**config.mk**
```make
export PLATFORM = sky130hd
export DESIGN_NAME = dadda_err_meter
export DESIGN_NICKNAME = d
export VERILOG_FILES = /design/src/rtl/dadda_err_meter.sv
export SDC_FILE = /design/constraint.sdc
export NUM_CORES = 1
export LEC_CHECK = 0
export CELL_PAD_IN_SITES_DETAIL_PLACEMENT = 0
export CELL_PAD_IN_SITES_GLOBAL_PLACEMENT = 2
export CORE_UTILIZATION = 33
export DETAILED_ROUTE_END_ITERATION = 16
export PLACE_DENSITY = 0.79
export SYNTH_ARGS = -nofsm -noshare
export SYNTH_HDL_FRONTEND = slang
export SYNTH_SLANG_ARGS = --single-unit
export TNS_END_PERCENT = 20
```
**constraint.sdc**
```tcl
create_clock -name clk -period 4.1 [get_ports clk]
set_clock_uncertainty 0.05 [all_clocks]
set_input_delay 0.82 -clock clk [delete_from_list [all_inputs] [get_ports clk]]
set_output_delay 0.82 -clock clk [all_outputs]
set_load 0.02 [all_outputs]
```
**src/rtl/dadda_err_meter.sv**
```systemverilog
// dadda_err_meter: measures error statistics of an approximate 8x8 multiplier
// against the exact product over a run of N_SAMPLES pairs.
module dadda_err_meter #(
  parameter int N_SAMPLES = 256
) (
  input  logic        clk,
  input  logic        rst_n,
  input  logic        start,
  input  logic        in_valid,
  output logic        in_ready,
  input  logic [15:0] exact_p,
  input  logic [15:0] approx_p,
  output logic        busy,
  output logic        done,
  output logic [15:0] sample_cnt,
  output logic [15:0] err_cnt,
  output logic [15:0] max_ed,
  output logic [31:0] sum_ed
);
  typedef enum logic [1:0] {IDLE, RUN, DRAIN, DONE} state_t;
  localparam logic [15:0] LAST = 16'(N_SAMPLES - 1);
  state_t state;
  logic [15:0] ed, ed_q;
  logic nz_q, v_q, acc;
  assign ed = exact_p >= approx_p ? exact_p - approx_p : approx_p - exact_p;
  // in_ready is high only in RUN, so acceptance implies RUN
  assign acc = in_valid && in_ready;
  always_ff @(posedge clk or negedge rst_n) begin
    if (!rst_n) begin
      state      <= IDLE;
      in_ready   <= 1'b0;
      busy       <= 1'b0;
      done       <= 1'b0;
      sample_cnt <= '0;
      err_cnt    <= '0;
      max_ed     <= '0;
      sum_ed     <= '0;
      ed_q       <= '0;
      nz_q       <= 1'b0;
      v_q        <= 1'b0;
    end else begin
      v_q <= acc;
      if (acc) begin
        ed_q       <= ed;
        nz_q       <= |ed;
        sample_cnt <= sample_cnt + 16'd1;
      end
      if (v_q) begin
        err_cnt <= err_cnt + {15'd0, nz_q};
        sum_ed  <= sum_ed + {16'd0, ed_q};
        if (ed_q > max_ed) max_ed <= ed_q;
      end
      case (state)
        IDLE: if (start) begin
          state      <= RUN;
          in_ready   <= 1'b1;
          busy       <= 1'b1;
          sample_cnt <= '0;
          err_cnt    <= '0;
          max_ed     <= '0;
          sum_ed     <= '0;
        end
        RUN: if (acc && sample_cnt == LAST) begin
          state    <= DRAIN;
          in_ready <= 1'b0;
        end
        DRAIN: begin
          state <= DONE;
          busy  <= 1'b0;
          done  <= 1'b1;
        end
        default: begin
          state <= IDLE;
          done  <= 1'b0;
        end
      endcase
    end
  end
endmodule

```
**After elaboration in Yosys (flattened, before gate mapping)**

Cells that the tools add are included.

- Memory bits (read-only): 0
- Flip-flop bits (word level): 103
- Memories: 0
- Logic and storage cells: 55
- Input bits: 36
- Bits in latches: 0
- RAM bits: 0

- Shift operators: 0
- Div/mod/pow operators: 0
- Mux-type cells: 22
- $add $sub $neg: 5
- Bitwise operators: 0
- Eq/ne operators: 5
- Order comparisons: 2
- Reduce and logical (&&, ||, !) cells: 10
- Multipliers: 0

Operators by type and width:

| operator | number |
|---|---|
| $mux W16 | 11 |
| $mux W32 | 3 |
| $add A32 B16 Y32 | 1 |
| $sub A16 B16 Y16 | 2 |
| $add A16 B1 Y16 | 1 |
| $add A16 B1 Y16 const B | 1 |
| $eq A16 B8 Y1 const B | 1 |
| $ge A16 B16 Y1 | 1 |
| $gt A16 B16 Y1 | 1 |
| $reduce_or A16 Y1 | 1 |
| $pmux W1 S2 | 3 |
| $pmux W2 S3 | 1 |
| $mux W2 | 2 |
| $ne A2 B2 Y1 const B | 2 |
| $reduce_and A2 Y1 | 2 |
| $reduce_bool A2 Y1 | 2 |
| $reduce_and A3 Y1 | 1 |
| $eq A2 B1 Y1 const B | 1 |
| $eq A2 B2 Y1 const B | 1 |
| $logic_and A1 B1 Y1 | 2 |
| $logic_not A2 Y1 | 1 |
| $mux W1 | 2 |
| $reduce_or A2 Y1 | 1 |

**Logic depth before layout (Yosys ltp)**

- Depth after elaboration: 5
- Depth in mapped cells: 14

**Least setup slack after synthesis**

Ideal clock, no wire load.

- Path kind: input port to flip-flop
- Start point: in exact_p[0]
- End point: reg nz_q
- Data required time: 3909 ps
- Path slack: 819 ps
- Path buffers: 1
- Arrival: 3090 ps
- Cell stages on the path: 13
- Cell sequence: inv_1 ha_1 fa_1 nor2b_4 o31ai_4 a31oi_4 o21ai_4 nand2_2 buf_6 mux2_4 a31oi_1 xor2_1 a41oi_1

- Word-level cells in the longest chain between the ends: 3

Ends and longest elaborated chain:

| element | RTL line | source |
|---|---|---|
| start, declared | 11 | `input logic [15:0] exact_p,` |
| $sub A16 B16 Y16 or $ge A16 B16 Y1 (tied branches) | 25 | `assign ed = exact_p >= approx_p ? exact_p - approx_p : approx_p - exact_p;` |
| $mux W16 (*) | 25 |  |
| $reduce_or A16 Y1 (*) | 45 | `nz_q <= \|ed;` |
| end signal, assigned | 45 |  |
| end, declared | 24 | `logic nz_q, v_q, acc;` |

Every way passes the cells marked *; elsewhere a longest branch is shown, timed or not.
A chain may end at the register's enable or synchronous reset.

**Worst setup path in the final report**

- Start point: in exact_p[10]
- End point: reg nz_q

The elaborated chain is that of the path after synthesis.

==> summary.txt <==
outcome -> completed
average wire per standard cell -> 15.3 µm
FF-to-FF End -> sum_ed[28]
insertion delay to the later sink of the worst-skew pair -> 0.36 ns
detailed-route via count -> 6503
number of cells on the worst reg-to-reg path -> 11
number of nets in the finished design -> 1110
number of distinct library cell variants in the gate-level netlist after synthesis -> 70
Sink Count -> 103
Ant. Diodes -> 0
routed wire length -> 19.8 mm
maximum number of pins on one net before global-route repair -> 67
TNS Setup -> 0 ns
global-route wire length before repair -> 32.5 mm
worst-margin pin slew -> 1.06 ns
reg-to-reg critical path startpoint -> sum_ed[0]
number of violations reported at the end of detailed-routing iteration 0 -> 277
area share of the largest cell type after synthesis -> 34.0%
cells after synthesis -> 868
number of rows created at floorplan -> 55
Final setup viols -> 0
hold path endpoint -> done
category of the most critical setup path -> primary input to register
die area -> 0.0236 mm²
reg-to-reg setup timing slack -> 0.56 ns
dominant cell by count in the synthesized netlist -> dfrtp_1
ordered cell list for the critical path -> clkdlybuf4s50_1, inv_1, ha_1, o211ai_1, a211oi_4, or3b_1, o2111ai_1, o21ai_1, nor4_1, and4_4, a41oi_1
Resize count post-CTS -> 0
Die Width -> 154 µm
Worst Setup Slack, final -> 0.441 ns
DRC violations left -> 0
CP Capture Type -> register
most numerous cell types in the synthesized netlist -> 103 x dfrtp_1, 98 x nand2_1, 96 x nor2_1, 69 x ha_1, 55 x inv_1
ranking of synthesized cells by area -> dfrtp_1 34%, ha_1 11%, mux2i_1 4.9%
hold buffer count at cts -> 0
aggregate global routing overflow -> 0
number of detailed-routing iterations run before antenna repair -> 7
Top FF cell, synth -> dfrtp_1
TritonCTS clock tree -> done
hold violation total from the final report -> 0
Critical Path Source -> exact_p[10]
YS warnings -> 0
final-report max-slew violation count -> 0
slowest cell on the critical path -> a211oi_4
hpwl dp -> 15.7 mm
unrepaired setup endpoints after global routing -> false
CP Data Arrival Time -> 3.82 ns
number of enable flip-flop cells after synthesis -> 0
overall fraction of global-route tracks in use -> 17.3%
final weighted congestion in routability-driven placement -> 0.836
origin of the worst min-delay path -> done
Core Footprint -> 0.0226 mm²
required time of the worst setup path -> 4.26 ns
top fanout value on the critical path -> 9
Avg Vias per Cell -> 5.03
net count of the mapped netlist -> 976
pwr dens -> 246 mW/mm²
Syn Std Cell Area -> 0.00759 mm²
minimum setup slack after placement -> 0.0417 ns
share of the clock period used by the worst path -> 89.2%
max-slew headroom at the worst pin -> 28.9%
Synth async-reset ratio -> 100%
mean instance size in the synthesized netlist -> 8.74 µm²
postcts setup bufs -> 0
maximum resistive drop on vdd -> 186 µV
via count of the first global-routing pass -> 6225
depth of the CTS H-tree -> 3
achievable clock frequency -> 273 MHz
top-level port count -> 119
CP Launch Type -> primary input
effective utilization at floorplan -> 33.6%
register area share after synthesis -> 34.0%
minimum clock period -> 3.66 ns
static leakage -> 3.99 nW
number of maximum-capacitance violations -> 0
Antenna Nets Post-Route -> 0
Reg clk slew, reported paths -> 0.07 ns
class of the worst hold path -> register to register
Clk Tree Root Cell -> clkbuf_16
number of port buffers -> 118
cell type with the highest aggregate area in the netlist -> dfrtp_1
synthesis-stage register bit count -> 103
Synth-to-Final Area Change -> 26.2%
antenna violations before repair -> 0
TritonCTS buffer count -> 9
number of cells on the worst hold path -> 1
share of final-layout standard cells stronger than drive strength 1 -> 7.94%
y dimension of the die -> 154 µm
number of buffers on the longest clock path -> 2
Worst path max stage delay -> 0.50 ns
[final cells by class]
type / instances / area [µm²]
fill: 2281 / 13000
multi-input combinational: 674 / 4630
sequential: 103 / 2580
timing repair buffer: 158 / 1490
tap: 285 / 357
clock buffer: 9 / 225
inverter: 56 / 210
clock inverter: 7 / 80.1
[flip-flops by register name (all words and copies together) (netlist names)]
register    count
err_cnt        16
in_ready        1
nz_q            1
state           2
busy            1
sum_ed         32
sample_cnt     16
ed_q           16
max_ed         16
done            1
v_q             1
[stage by stage]
step / power (mW) / hold WS (ns) / instances / instance area, µm² / utilization (%)
finish: 2.36 / 0.489 / 1292 / 9580 / 42.4
global route: 2.48 / 0.511 / 1292 / 9580 / 42.4
CTS: 2.39 / 0.500 / 1292 / 9580 / 42.4
detailed placement: 1.48 / 0.484 / 1276 / 9270 / 41.1
global placement: 1.48 / 0.467 / 1276 / 9270 / 41.1
floorplan: 1.30 / 0.447 / 868 / 7590 / -
[cell usage in the layout (no fill, tap or decap), types with 3 or more instances in the layout]
master | netlist | final
nand2_1 | 98 | 98
a21oi_2 | 3 | 4
ha_1 | 69 | 69
a21oi_1 | 44 | 43
nor2b_1 | 7 | 7
inv_1 | 55 | 55
or3_1 | 12 | 12
o31ai_1 | 4 | 4
nor4_1 | 5 | 5
nand2b_1 | 5 | 5
dfrtp_1 | 103 | 103
and3_1 | 11 | 11
clkbuf_16 | 0 | 9
o21ai_0 | 42 | 42
fa_1 | 3 | 3
o2111ai_1 | 3 | 3
o21a_1 | 19 | 19
and2_1 | 4 | 3
a211oi_1 | 16 | 16
or4_1 | 3 | 3
nand3_1 | 19 | 19
a21o_1 | 17 | 17
clkdlybuf4s50_1 | 0 | 117
buf_4 | 1 | 40
o31a_1 | 3 | 3
xnor2_1 | 23 | 23
nand4_1 | 17 | 17
nor2_1 | 96 | 96
o21ai_1 | 5 | 5
o211ai_1 | 8 | 8
and4_1 | 5 | 5
nor3_1 | 12 | 12
a31oi_1 | 5 | 5
mux2i_1 | 37 | 37
o21bai_1 | 3 | 3
xor2_1 | 37 | 37
[where the power goes]
part	leakage [nW]	internal [mW]	switching, mW	total [mW]
clock	0.143	0.480	0.414	0.895
sequential	1.18	1.01	0	1.01
combinational	2.67	0.197	0.249	0.446
[metal layers]
layer  part of all wire (%)  track usage, %  vias up
met2                     48            29.1      123
met3                    2.7            2.48       21
li1                       -               -     3315
met1                     48            23.0     3044
met5                      0               0        -
met4                    1.7            4.95        0
[cell families after synthesis]
| family | after synthesis | share of synthesized area [%] |
|---|---|---|
| buffers and inverters | 91 | 5.00 |
| adder cells (fa/ha/maj) | 72 | 12.2 |
| XOR/XNOR | 60 | 6.93 |
| AO/OA/AOI/OAI | 200 | 18.0 |
| AND/OR/NAND/NOR | 302 | 18.5 |
| flip-flops | 103 | 34.0 |
| multiplexers | 40 | 5.38 |
[worst max-delay path, delay by kind of cell]
kind	cells	cell delay, ns
fa+ha+maj	1	0.44
simple gates	3	0.85
buf+inv	2	0.53
compound gates	5	1.19
[worst max-delay path by stage]
stage,cells past startpoint,to
detailed placement,11,nz_q
global route,11,nz_q
global placement,11,nz_q
CTS,11,nz_q
floorplan,13,nz_q
finish,11,nz_q
No activity file was read; power rests on OpenSTA's default activity.
